$ cat config.mk
export PLATFORM = sky130hd
export DESIGN_NAME = sync_fifo_param
export DESIGN_NICKNAME = d
export VERILOG_FILES = /design/src/rtl/sync_fifo_param.sv
export SDC_FILE = /design/constraint.sdc
export NUM_CORES = 1
export LEC_CHECK = 0
export BUFFER_PORTS_ARGS = -buffer_cell sky130_fd_sc_hd__buf_2
export CORE_AREA = 2 2 130 132
export DETAILED_ROUTE_END_ITERATION = 12
export DIE_AREA = 0 0 132 134
export GPL_TIMING_DRIVEN = 0
export SKIP_CTS_REPAIR_TIMING = 1
export SYNTH_ARGS = -nofsm -noshare
export SYNTH_HDL_FRONTEND = slang
export SYNTH_SLANG_ARGS = --single-unit
$ cat constraint.sdc
create_clock -name clk -period 2.84 [get_ports clk]
set_input_delay 0.568 -clock clk [delete_from_list [all_inputs] [get_ports clk]]
set_output_delay 0.568 -clock clk [all_outputs]
set_load 0.01 [all_outputs]
$ cat src/rtl/sync_fifo_param.sv
// Parametrised single-clock FIFO with occupancy count, almost-full/empty flags and flush.
// Define SYNC_FIFO_FWFT_EN for first-word fall-through output instead of a registered read.
module sync_fifo_param #(
  parameter int DATA_WIDTH    = 8,
  parameter int ADDR_WIDTH    = 4,
  parameter int AFULL_THRESH  = 2**ADDR_WIDTH - 2,
  parameter int AEMPTY_THRESH = 2
) (
  input  logic                  clk,
  input  logic                  rst_n,
  input  logic                  flush,
  input  logic                  push,
  input  logic                  pop,
  input  logic [DATA_WIDTH-1:0] data_in,
  output logic [DATA_WIDTH-1:0] data_out,
  output logic                  full,
  output logic                  empty,
  output logic                  almost_full,
  output logic                  almost_empty,
  output logic [ADDR_WIDTH:0]   count,
  output logic                  push_err_on_full,
  output logic                  pop_err_on_empty
);

  localparam int DEPTH = 2**ADDR_WIDTH;

  typedef logic [ADDR_WIDTH:0] ptr_t;

  localparam ptr_t PTR_ONE  = ptr_t'(1);
  localparam ptr_t AFULL_T  = ptr_t'(AFULL_THRESH);
  localparam ptr_t AEMPTY_T = ptr_t'(AEMPTY_THRESH);

  generate
    if (AFULL_THRESH < 0 || AFULL_THRESH > DEPTH) begin : g_bad_afull
      $error("sync_fifo_param: AFULL_THRESH must lie in 0..DEPTH");
    end
    if (AEMPTY_THRESH < 0 || AEMPTY_THRESH > DEPTH) begin : g_bad_aempty
      $error("sync_fifo_param: AEMPTY_THRESH must lie in 0..DEPTH");
    end
  endgenerate

  logic [DATA_WIDTH-1:0] mem_q [DEPTH];

  ptr_t w_ptr_q, w_ptr_d;
  ptr_t r_ptr_q, r_ptr_d;
  ptr_t count_q, count_d;
  logic push_err_q, push_err_d;
  logic pop_err_q, pop_err_d;

  logic                  full_w, empty_w;
  logic                  push_ok, pop_ok;
  logic [ADDR_WIDTH-1:0] w_addr, r_addr;

  assign w_addr = w_ptr_q[ADDR_WIDTH-1:0];
  assign r_addr = r_ptr_q[ADDR_WIDTH-1:0];

  // Pointer MSB is a wrap bit: equal addresses mean full when laps differ, empty when they match.
  assign full_w  = (w_addr == r_addr) && (w_ptr_q[ADDR_WIDTH] != r_ptr_q[ADDR_WIDTH]);
  assign empty_w = (w_ptr_q == r_ptr_q);

  assign pop_ok  = pop & ~empty_w;
  assign push_ok = push & (~full_w | pop_ok);

  always_comb begin
    w_ptr_d    = w_ptr_q;
    r_ptr_d    = r_ptr_q;
    count_d    = count_q + ptr_t'(push_ok) - ptr_t'(pop_ok);
    push_err_d = push & full_w & ~pop_ok;
    pop_err_d  = pop & empty_w;
    if (push_ok) begin
      w_ptr_d = w_ptr_q + PTR_ONE;
    end
    if (pop_ok) begin
      r_ptr_d = r_ptr_q + PTR_ONE;
    end
    if (flush) begin
      w_ptr_d    = '0;
      r_ptr_d    = '0;
      count_d    = '0;
      push_err_d = 1'b0;
      pop_err_d  = 1'b0;
    end
  end

  always_ff @(posedge clk or negedge rst_n) begin
    if (!rst_n) begin
      w_ptr_q    <= '0;
      r_ptr_q    <= '0;
      count_q    <= '0;
      push_err_q <= 1'b0;
      pop_err_q  <= 1'b0;
    end else begin
      w_ptr_q    <= w_ptr_d;
      r_ptr_q    <= r_ptr_d;
      count_q    <= count_d;
      push_err_q <= push_err_d;
      pop_err_q  <= pop_err_d;
    end
  end

  // Storage is deliberately left out of reset so it maps onto block/distributed RAM.
  always_ff @(posedge clk) begin
    if (push_ok && !flush) begin
      mem_q[w_addr] <= data_in;
    end
  end

`ifdef SYNC_FIFO_FWFT_EN
  assign data_out = empty_w ? '0 : mem_q[r_addr];
`else
  logic [DATA_WIDTH-1:0] dout_q;

  // Read-before-write: a simultaneous push into the slot being popped returns the old word.
  always_ff @(posedge clk or negedge rst_n) begin
    if (!rst_n) begin
      dout_q <= '0;
    end else if (pop_ok && !flush) begin
      dout_q <= mem_q[r_addr];
    end
  end

  assign data_out = dout_q;
`endif

  assign full             = full_w;
  assign empty            = empty_w;
  assign almost_full      = (count_q >= AFULL_T);
  assign almost_empty     = (count_q <= AEMPTY_T);
  assign count            = count_q;
  assign push_err_on_full = push_err_q;
  assign pop_err_on_empty = pop_err_q;

endmodule
* Word level (Yosys, flattened, before mapping)
Memories as Yosys holds them, arrays and structs flattened. A register that Yosys moved wholly into a read port is not among the register bits. Cells that the tools add are included. W data, S select, Z words.
Storage, ports and cells: flip-flop bits (word level) 17, input bits 13, output and inout bits 19, memories 1, bits in writable memories 128, word-level logic and storage cells 40
Operators by class: eq/ne operators 3, add/sub/neg operators 4, reductions and logical operators 7, mux-type cells 9, bitwise operators 9, magnitude comparators 2
Memory list:
- mem_q | words 16, bits a word 8, read ports 1, clocked after memory_dff 1, write ports 1, RTL line 42 | logic [DATA_WIDTH-1:0] mem_q [DEPTH];
Operators with widths (count):
- $mux W5 | 5
- $add A5 B1 Y5 const B | 2
- $add A5 B1 Y5 | 1
- $and A1 B1 Y1 | 5
- $eq A5 B5 Y1 | 1
- $ge A5 B4 Y1 const B | 1
- $le A5 B2 Y1 const B | 1
- $sub A5 B1 Y5 | 1
- $eq A4 B4 Y1 | 1
- $mux W1 | 4
- $reduce_bool A2 Y1 | 2
- $logic_and A1 B1 Y1 | 3
- $not A1 Y1 | 3
- $logic_not A1 Y1 | 2
- $ne A1 B1 Y1 | 1
- $or A1 B1 Y1 | 1

* Depth between registers and ports, before layout
Gate-level depths: netlist of the first run.
word-level depth 8, mapped depth 12, gate-level depth less buffers 11

* Worst setup path before layout of the first run
OpenSTA, ideal clock, no wires.
path type flip-flop to flip-flop, start register r_ptr_q[0], end register count_q[4] (netlist: count[4]), stages on the path, launching flop included 13, arrival time 2541 ps, setup slack 168 ps, library setup time 132 ps, path buffers 1, clock period less this slack 2672 ps, required time 2708 ps, path through dfrtp_1 > buf_6 > xnor2_1 > and4_1 > a21oi_1 > nand2b_1 > o21ai_0 > ha_1 > fa_1 > a21o_1 > a21oi_1 > xnor2_1 > nor2_1
On the way: cells in the longest elaborated chain, start to end 8, elaborated cells on any way between the ends 11, classes of those cells add/sub (2); eq/ne (2); mux (1); bitwise (5); reduce/logical (1)
Ends and longest elaborated chain:
- start, declared | RTL line 45 | ptr_t r_ptr_q, r_ptr_d;
- start signal, assigned | RTL line 94 | r_ptr_q <= r_ptr_d;
- $eq A5 B5 Y1 / $eq A4 B4 Y1 (equally long branches) | RTL line 59, 58
- $not A1 Y1 / $logic_and A1 B1 Y1 (equally long branches) | RTL line 61, 58
- $and A1 B1 Y1 / $not A1 Y1 (equally long branches) | RTL line 61, 62
- $or A1 B1 Y1 | RTL line 62 | assign push_ok = push & (~full_w | pop_ok);
- $and A1 B1 Y1 | RTL line 62
- $add A5 B1 Y5 | RTL line 67 | count_d = count_q + ptr_t'(push_ok) - ptr_t'(pop_ok);
- $sub A5 B1 Y5 * | RTL line 67
- $mux W5 * | RTL line 76 | if (flush) begin
- via count_d[4] | RTL line 46 | ptr_t count_q, count_d;
- end signal, assigned | RTL line 95 | count_q <= count_d;
- end, declared | RTL line 46
Mark *: on every way through the listed nets, which the timed path passes. The rest lies on a longest branch. A chain may end at the register's enable or synchronous reset.

* Worst setup path after layout of the first run
start register r_ptr_q[1], end register count_q[4] (netlist: count[4])
Same word-level chain as after synthesis.

==> summary.md, run 1 <==
| Metric | Value |
|---|---|
| Synthesized cell area | around 0.0064 mm^2 |
| Met1 usage | 20.0% |
| Die width | approximately 130 um |
| Status | complete, no violations |
| Final Critical Period | 2740 ps |
| Startpoint Class | flop |
| Drt pass-1 iters | 4 |
| Max_slew headroom | about two fifths |
| Syn Area/Cell | 18.3 um^2 |
| Seq/Total Area, Yosys | 70.0% |
| Signal arrival time at the worst endpoint | ~3000 ps |
| Row count | 47 |
| H-tree levels | 4 |
| Fin Setup TNS | 0 ps |
| Max_cap viols | 0 |
| FF/Latch Area | between 0.004 and 0.005 mm^2 |
| I/O pins | 32 |
| Psw | roughly 1.5 mW |
| Top Usage Layer GRT | met2 |
| Synthesized instance count | between 300 and 400 |
| Peak VDD IR | 489 uV |
| # nets final | between 400 and 500 |
| Most frequent cells in the layout | edfxtp_1 (128), buf_2 (32), mux4_2 (32) |
| Wirelength, routed | approximately 13 mm |
| Filler Cell Count | between 1000 and 1500 |
| Total die area | between 0.015 and 0.02 mm^2 |
| Placed Cells | 599 |
| Lkg Pwr | between 2 and 3 nW |
| Netlist cell types | 42 |
| Comb power frac | just under 20% |
| Layout area overhead | 16.3% |
| Clk root buf | clkbuf_16 |
| CP peak stage delay | 400 ps |
| Critical path buffers and inverters | 1 |
| Total core area | about 0.016 mm^2 |
| P_int | ~4.3 mW |
| Crit-path max FO | 8 |
| Switching portion of total power | around a quarter |
| Top cells by area, synth | edfxtp_1 (60%), mux4_2 (11%), dfrtp_1 (9.8%), ha_1 (2.7%), a22oi_1 (1.9%) |
| Clk_lat worst skew | 420 ps |
| Maximum clock insertion buffer count | 2 |
| Num CTS Buffers | 17 |
| Yosys top cell by area | edfxtp_1 |
| Power, Total | around 5.8 mW |
| CP Class | flop to flop |
| GR Layer Usage met2 | approximately a quarter |
| Worst Skew | 9.58 ps |
| Global-route wire length before repair | 19.6 mm |
| FMAX | between 300 and 400 MHz |
| GR Layer Usage met3 | under 10% |
| Routed len/inst | 19.9 um |
| # setup viols final | 0 |
| Gr ovfl total | 0 |
| Initial DRC count | roughly 220 |
| Flop pwr share | between 40% and 50% |
| HPWL Detailed | 8.22 mm |
| Clock group share of total power | a little over a third |
| Vias in the first global route | between 3000 and 4000 |
| Crit path max-delay family | adder cells |
| Synth top area share | ~60% |
| Post-synth net total | around 380 |
| Fin cells | around 630 |
| #FFs+latches synth | between 150 and 200 |
| Die height | 134 um |
| N_diodes | 0 |
| Dpl cell area | 0.00683 mm^2 |
| GRT Total Usage | approximately 15% |
| Critical path, cell by cell | buf_4 > xnor2_2 > and4_4 > a21oi_2 > nand2b_1 > o21ai_0 > ha_1 > fa_1 > a21o_1 > a21oi_1 > xnor2_1 > nor2_1 |
| Share of cells above drive strength 1 | roughly 30% |
| PwrDens | between 700 and 800 mW/mm^2 |
| Initial cell density of the core | between 30% and 40% |
| Final Instance Area | approximately 0.0074 mm^2 |
| Hold Fails Final Rpt | 0 |
| Initial antenna violation count | 0 |
| # clock sinks | roughly 150 |
| WP data required | 3120 ps |
| Commonest non-fill, non-tap cell in the layout | edfxtp_1 |
| Crit-path slowest cell | fa_1 |
| Vias | 3204 |
| Placer Congestion | ~0.74 |
| Area of the multi-input gates | between 0.0015 and 0.002 mm^2 |
| Final Slew Violations | 0 |
| Largest net degree at the start of global routing | 26 |
| Residual DRC | 0 |
| Antenna Nets Post-Route | 0 |
| Via/cell ratio | 5.06 |
| Fin crit share | between 90% and 100% |
| RSZ-0062 raised after global routing | yes |
| I/O Buffers | 30 |
| TritonCTS clock tree | yes |
| Final Core Density | a little under half |
| HP Class | primary input to asynchronous set/reset pin |
| Slew @ Worst Pin | roughly 900 ps |
| Clock transition at path regs | roughly 60 ps |
| Worst setup EP type | flop |
| Synth warn | 0 |
==> layout make-up <==
class	instances	area share, %
sequential	153	60.2
multi-input combinational	172	25.2
clock buffer	21	5.93
tap	220	3.71
timing repair buffer	32	2.22
buffer	16	1.30
clock inverter	11	1.10
inverter	8	0.404
==> logic make-up after synthesis <==
kind of cell	count (synthesis)	share of synthesized area [%]
xor gates and xnor gates	14	2.16
buffers and inverters	24	1.98
and+or+nand+nor	67	5.43
AOI/OAI and AO/OA	34	3.86
adders and majority gates	15	3.06
DFF	153	70.0
muxes	42	13.5
==> layer usage <==
layer  routed length, um  share of wire (%)
met5                   0                  0
met4                 227                1.8
met3                 778                6.2
met2                6190                 49
met1                5380                 43
==> sequential cells by signal (all words and copies together) (netlist names) <==
name and cells:
pop_err_on_empty 1, mem_q 128, push_err_on_full 1, w_ptr_q 5, count 5, data_out 8
r_ptr_q 5
==> metrics by stage <==
stage          setup WS, ps  hold slack [ps]
2_1_floorplan           168              272
3_3_place_gp           -327              491
3_5_place_dp           -140              493
4_1_cts                -146              174
5_1_grt               -45.4              209
6_report                103              165
==> final timing paths <==
check / from / cells past startpoint / endpoint / slack, ps
min in group clk: pop / 2 / push_err_on_full$_DFF_PN0_ / 440
hold reg to reg: data_out[1]$_DFFE_PN0P_ / 1 / data_out[1]$_DFFE_PN0P_ / 500
max in group asynchronous: rst_n / 1 / r_ptr_q[2]$_DFFE_PN0P_ / 2260
setup / recovery: r_ptr_q[1]$_DFFE_PN0P_ / 12 / count[4]$_DFF_PN0_ / 100
hold / removal: rst_n / 1 / count[0]$_DFF_PN0_ / 160
setup reg to reg: r_ptr_q[1]$_DFFE_PN0P_ / 12 / count[4]$_DFF_PN0_ / 100
==> power by group through the flow <==
stage / Combinational (mW) / Sequential, mW / Clock (mW)
after global routing: 1.23 / 2.63 / 2.14
after CTS: 1.12 / 2.62 / 2.06
after floorplan: 0.756 / 2.69 / 0
after global placement: 1.09 / 2.66 / 0
after detailed placement: 1.11 / 2.66 / 0
final: 1.13 / 2.62 / 2.03
==> synthesized netlist by cell type (all sizes together) <==
master  number
a21o         1
a21oi        8
a22oi       16
a31oi        1
and2         1
and4         1
buf          9
clkbuf       7
dfrtp       25
edfxtp     128
fa           1
ha          14
inv          8
mux2         8
mux2i        2
mux4        32
nand2       14
nand2b       4
nand3        2
nand3b       1
nand4        2
nor2        27
nor2b        5
nor3         5
nor4         2
o211ai       1
o21a         1
o21ai        4
o311ai       1
o31ai        1
or3          3
xnor2        9
xor2         5
Power figures use the tool's default switching activity.
==> inputs of run 2 (changes only) <==
--- a/config.mk
+++ b/config.mk
@@ -5,10 +5,11 @@
 export SDC_FILE = /design/constraint.sdc
 export NUM_CORES = 1
 export LEC_CHECK = 0
+export ABC_AREA = 1
 export BUFFER_PORTS_ARGS = -buffer_cell sky130_fd_sc_hd__buf_2
-export CORE_AREA = 2 2 130 132
+export CORE_AREA = 2 2 136 138
 export DETAILED_ROUTE_END_ITERATION = 12
-export DIE_AREA = 0 0 132 134
+export DIE_AREA = 0 0 138 140
 export GPL_TIMING_DRIVEN = 0
 export SKIP_CTS_REPAIR_TIMING = 1
 export SYNTH_ARGS = -nofsm -noshare
==> run 2 against run 1 <==
Against the previous run: core utilization down 0.063 points; first-iteration DRC count increased by 83%; cell count is 61% higher; total power increased by 2.1%; die area is 9.2% higher; area after synthesis rose by 9.8%; critical endpoint unchanged; clock skew shrank 2.3 ps; non-clock buffer count up 9; sequential share of layout area is 5.0 points lower; design area is 9.0% higher.
==> summary.md, run 2 <==
| Metric | Value |
|---|---|
| FMAX | slightly below 400 MHz |
| Filler Cell Count | about 1700 |
| Antenna Nets Post-Route | 0 |
| Total core area | around 0.018 mm^2 |
| Most frequent cells in the layout | nand2_1 (281), edfxtp_1 (128), inv_1 (89) |
| Signal arrival time at the worst endpoint | 2940 ps |
| RR Startpoint | r_ptr_q[1]$_DFFE_PN0P_ |
| I/O Buffers | 31 |
| H-tree levels | 4 |
| Setup slack, reg-to-reg | between 200 and 300 ps |
| Global-route wire length before repair | between 20 and 30 mm |
| Yosys top cell by area | edfxtp_1 |
| Ys async rst share | 16.3% |
| Routed len/inst | between 15 and 20 um |
| Lkg Pwr | 3.60 nW |
| Worst Skew | between 7 and 8 ps |
| CP startpoint | r_ptr_q[1]$_DFFE_PN0P_ |
| # clock sinks | approximately 150 |
| Die height | about 140 um |
| Initial antenna violation count | 0 |
| Num CTS Buffers | 17 |
| Gr ovfl total | 0 |
| Commonest non-fill, non-tap cell in the layout | nand2_1 |
| Synthesized cell area | 0.00701 mm^2 |
| TritonCTS clock tree | yes |
| CP Class | flop to flop |
| Post-synth top flop | edfxtp_1 |
| Clock group share of total power | 40.1% |
| Number of flops mapped to enable cells by yosys | ~130 |
| Synth top area share | between 50% and 60% |
| Placer Congestion | about 0.9 |
| Layout area overhead | 15.5% |
| I/O pins | 32 |
| Row count | 49 |
| WP data required | around 3200 ps |
| Residual DRC | 0 |
| Power, Total | 5.89 mW |
| Fin crit share | 91.1% |
| Startpoint Class | flop |
| Synth warn | 0 |
| Via/cell ratio | just under 5 |
| Psw | approximately 1.6 mW |
| Worst setup EP type | flop |
| Die width | between 100 and 150 um |
| #FFs+latches synth | around 150 |
| Total die area | 0.0193 mm^2 |
| Status | complete, no violations |
| Post-synth net total | about 760 |
| WHS | 138 ps |
| Top post-synthesis cells by count | nand2_1 (282), edfxtp_1 (128), inv_1 (89) |
| Final Slew Violations | 0 |
| Clk_lat worst skew | 430 ps |
| Share of cells above drive strength 1 | 11.9% |
| P_int | between 4 and 5 mW |
| Comb power frac | around 16% |
| # nets final | between 800 and 900 |
| Vias | approximately 4900 |
| Crit-path max FO | 8 |
| Largest register by flop count | mem_q |
| Initial DRC count | a little over 400 |
| Clock transition at path regs | around 60 ps |
| GRT Total Usage | 18.1% |
| Netlist cell types | 29 |
| Switching portion of total power | 27.0% |
| Largest net degree at the start of global routing | 26 |
| Reg2Reg Depth | 17 |
| HP Class | primary input to asynchronous set/reset pin |
| Final Critical Period | ~2600 ps |
| Flop pwr share | around 44% |
| # setup viols final | 0 |
| Reg2reg end | count[4]$_DFF_PN0_ |
| FF/Latch Area | 0.00447 mm^2 |
| Slew @ Worst Pin | ~900 ps |
| Seq/Total Area, Yosys | about 64% |
| Vias in the first global route | ~4700 |
| Syn Area/Cell | 9.61 um^2 |
| PwrDens | 728 mW/mm^2 |
| Synthesized instance count | ~730 |
| Clk root buf | clkbuf_16 |
| Drt pass-1 iters | 5 |
| N_diodes | 0 |
| Maximum clock insertion buffer count | 2 |
| Max_cap viols | 0 |
| Initial cell density of the core | 39.4% |
| Number of flip-flops in the largest register | 128 |
| Wirelength, routed | 16.9 mm |
| HPWL Detailed | approximately 11 mm |
| Most common cell in the netlist | nand2_1 |
| Hold Fails Final Rpt | 0 |
| Max_slew headroom | 40.7% |
| Peak VDD IR | about 440 uV |
| Area of the multi-input gates | approximately 0.0021 mm^2 |
| Top cells by area, synth | edfxtp_1 (55%), nand2_1 (15%), dfrtp_1 (8.9%), nand3_1 (5.1%), inv_1 (4.8%) |
-- run 2: cell types whose count changed in the layout (fill, tap and decap cells not counted), moves of 8 or more --
cell     previous run  this run
nand2_1            14       281
nor2_1             25        44
inv_2               0         8
buf_2              32        43
o21ai_0             4        12
inv_1               8        89
mux2_4              8         0
nand3_1             2        72
mux4_2             32         0
a22oi_1            16         0
-- run 2: power groups by stage --
stage               combinational [mW]  sequential (mW)  clock (mW)
floorplan                        0.517             2.68           0
global placement                 0.896             2.64           0
detailed placement               0.903             2.65           0
CTS                              0.910             2.60        2.39
global route                      1.06             2.61        2.49
finish                           0.929             2.60        2.37
-- run 2: logic make-up after synthesis --
group                    count (synthesis)  share of synthesized area, %
flip-flops                             153                          63.8
buffers and inverters                  124                          6.98
XOR/XNOR                                 5                         0.625
adder cells (fa/ha/maj)                 15                          2.79
AND/OR/NAND/NOR                        413                          24.4
AO/OA/AOI/OAI                           19                          1.43
-- run 2: through the flow --
step	area [um^2]	worst slack [ps]	setup TNS [ps]	util, %	cells
finish	8090	253	0	45.5	1020
CTS	8050	-32.5	-32.5	45.3	1019
floorplan	7010	440	0	-	729
detailed placement	7450	-15.0	-15.0	41.9	989
global route	8090	-17.1	-17.1	45.5	1020
global placement	7450	4.14	0	41.9	989
-- run 2: worst max path at each step --
stage / endpoint / slack (ps) / cells past startpoint
2_1_floorplan: count[4]$_DFF_PN0_ / 440 / 17
3_3_place_gp: count[4]$_DFF_PN0_ / 4 / 17
3_5_place_dp: count[4]$_DFF_PN0_ / -10 / 17
4_1_cts: count[4]$_DFF_PN0_ / -30 / 17
5_1_grt: count[4]$_DFF_PN0_ / -20 / 17
6_report: count[4]$_DFF_PN0_ / 250 / 17
-- run 2: worst max-delay path, stage by stage, from the launching register on --
cell and delay (ps):
dfrtp_1 370, buf_6 150, inv_2 90, nand2_1 70, nand2_1 80, nor2_4 210, nand3_4 130, nand2_4 120
inv_2 60, nand2_2 90, nand2_1 60, ha_1 210, fa_2 350, nand2_1 90, nand2_1 60, a21oi_2 130
o21ai_0 100, a21oi_1 130
-- run 2: cell type report --
class	instances	share of cell area (%)
sequential	153	55.2
multi-input combinational	452	25.6
clock buffer	17	5.26
inverter	99	4.59
tap	229	3.54
clock inverter	13	2.20
timing repair buffer	32	2.01
buffer	25	1.53
-- run 2: routing by layer --
| layer | share of wire, % | GRT usage (%) |
|---|---|---|
| met1 | 47 | 25.2 |
| met2 | 47 | 28.3 |
| met3 | 4.7 | 4.14 |
| met4 | 1.2 | 6.23 |
| met5 | 0 | 0 |
==> inputs of run 3 (changes only) <==
--- a/config.mk
+++ b/config.mk
@@ -7,10 +7,11 @@
 export LEC_CHECK = 0
 export ABC_AREA = 1
 export BUFFER_PORTS_ARGS = -buffer_cell sky130_fd_sc_hd__buf_2
-export CORE_AREA = 2 2 136 138
+export CORE_AREA = 2 2 122 124
 export DETAILED_ROUTE_END_ITERATION = 12
-export DIE_AREA = 0 0 138 140
+export DIE_AREA = 0 0 124 126
 export GPL_TIMING_DRIVEN = 0
+export PLACE_DENSITY = 0.68
 export SKIP_CTS_REPAIR_TIMING = 1
 export SYNTH_ARGS = -nofsm -noshare
 export SYNTH_HDL_FRONTEND = slang
==> run 3 against run 2 <==
Against the previous run: clock power decreased by 3%; largest power group unchanged; sequential power about the same; clock skew about the same; fmax decreased by 1.6%; sequential share of layout area increased by 0.21 points; via count increased by 2.9%; cell count decreased by 3.8%; global-route usage increased by 5.2 points; worst hold slack got worse by 19 ps.
==> summary.md, run 3 (synthesis gave the netlist of run 2 again) <==
| Metric | Value |
|---|---|
| Initial antenna violation count | 0 |
| FMAX | between 300 and 400 MHz |
| Lkg Pwr | between 3 and 4 nW |
| Final WS setup | around 210 ps |
| Clk root buf | clkbuf_16 |
| Slew @ Worst Pin | 838 ps |
| Hold Fails Final Rpt | 0 |
| Max_slew headroom | a little over two fifths |
| Crit-path max FO | 10 |
| N_diodes | 0 |
| # nets final | between 800 and 900 |
| Largest register by flop count | mem_q |
| Residual DRC | 0 |
| Worst Skew | around 7.2 ps |
| Drt pass-1 iters | 5 |
| Commonest non-fill, non-tap cell in the layout | nand2_1 |
| Via/cell ratio | between 5 and 6 |
| HPWL Detailed | 11.4 mm |
| Final Slew Violations | 0 |
| Startpoint Class | flop |
| CP Class | flop to flop |
| Clock transition at path regs | ~60 ps |
| Routed len/inst | roughly 17 um |
| Peak VDD IR | roughly 450 uV |
| Initial cell density of the core | between 40% and 50% |
| TritonCTS clock tree | yes |
| Critical path, cell by cell | buf_6 > inv_2 > nand2_1 > nand2_1 > nor2_4 > buf_4 > nand4_4 > buf_4 > nand2_4 > buf_6 > nor2_1 |
| # clock sinks | between 150 and 200 |
| Crit path max-delay family | simple AND/OR/NAND/NOR gates |
| Vias | approximately 5000 |
| Vias in the first global route | 4813 |
| Status | complete, no violations |
| Total die area | 0.0156 mm^2 |
| Dpl ws | -71.7 ps |
| Die width | 124 um |
| Stages on the worst setup path | 11 |
| HP Class | primary input to asynchronous set/reset pin |
| Fin cells | between 900 and 1000 |
| Layout area overhead | 15.1% |
| CP peak stage delay | 640 ps |
| WHS | around 120 ps |
| # setup viols final | 0 |
| GRT Total Usage | between 20% and 30% |
| Maximum clock insertion buffer count | 2 |
| Worst setup EP type | flop |
| Crit-path slowest cell | nor2_1 |
| Placer Congestion | 0.911 |
| Dpl cell area | roughly 0.0074 mm^2 |
| Signal arrival time at the worst endpoint | 2680 ps |
| H-tree levels | 4 |
| I/O Buffers | 31 |
| Final Critical Period | 2630 ps |
| Most frequent cells in the layout | nand2_1 (281), edfxtp_1 (128), inv_1 (89) |
| Gr ovfl total | 0 |
| Total core area | approximately 0.014 mm^2 |
| Num CTS Buffers | 17 |
| I/O pins | 32 |
| Global-route wire length before repair | 26.4 mm |
| Fin crit share | between 90% and 100% |
| Final Core Density | a little under three fifths |
| Largest net degree at the start of global routing | 26 |
| Final Instance Area | around 0.0081 mm^2 |
| Clk_lat worst skew | approximately 430 ps |
| Die height | ~130 um |
| Initial DRC count | 572 |
| Antenna Nets Post-Route | 0 |
| Max_cap viols | 0 |
| Number of flip-flops in the largest register | between 100 and 150 |
| Reg2Reg Depth | 11 |
| Critical path buffers and inverters | 5 |
| PwrDens | just over 700 mW/mm^2 |
| Row count | between 40 and 50 |
| Placed Cells | 944 |
| Wirelength, routed | approximately 17 mm |
| Share of cells above drive strength 1 | about an eighth |
| WP data required | between 2000 and 3000 ps |
==> run 3: path summary, 6_finish.rpt <==
| check | from | end | slack (ps) |
|---|---|---|---|
| max | r_ptr_q[1]$_DFFE_PN0P_ | mem_q[15][3]$_DFFE_PP_ | 210 |
| min reg2reg | data_out[7]$_DFFE_PN0P_ | data_out[7]$_DFFE_PN0P_ | 480 |
| min | rst_n | count[1]$_DFF_PN0_ | 120 |
| max reg2reg | r_ptr_q[1]$_DFFE_PN0P_ | mem_q[15][3]$_DFFE_PP_ | 210 |
| min in group clk | flush | count[1]$_DFF_PN0_ | 400 |
| max in group asynchronous | rst_n | w_ptr_q[0]$_DFFE_PN0P_ | 2330 |
==> run 3: stage by stage <==
| stage | power [mW] | TNS, ps |
|---|---|---|
| final | 5.81 | 0 |
| after CTS | 5.81 | -101 |
| after global placement | 3.51 | -3.76 |
| after global routing | 6.07 | -1.81 |
| after detailed placement | 3.54 | -71.7 |
| after floorplan | 3.20 | 0 |
==> run 3: final cells by class <==
class	count	area, um^2
repair buffers	36	193
well taps	184	230
flip-flops and latches	153	4470
clock inverters	15	174
multi-input cells	452	2070
clock buffers	17	425
plain buffers	25	124
fillers	1271	6250
inverters	99	372
==> run 3: layer usage <==
metal  GRT usage [%]  routed length, um
met5               0                  0
met4            9.39                502
met1            33.1               7680
met3            4.62                996
met2            35.5               7980
==> run 3: where the power goes <==
part | switching, mW | total [mW] | internal [mW] | leakage (nW)
Combinational | 0.608 | 0.919 | 0.311 | 1.84
Sequential | 0.0670 | 2.60 | 2.53 | 1.48
Clock | 0.905 | 2.29 | 1.38 | 0.287
Total | 1.58 | 5.81 | 4.23 | 3.60
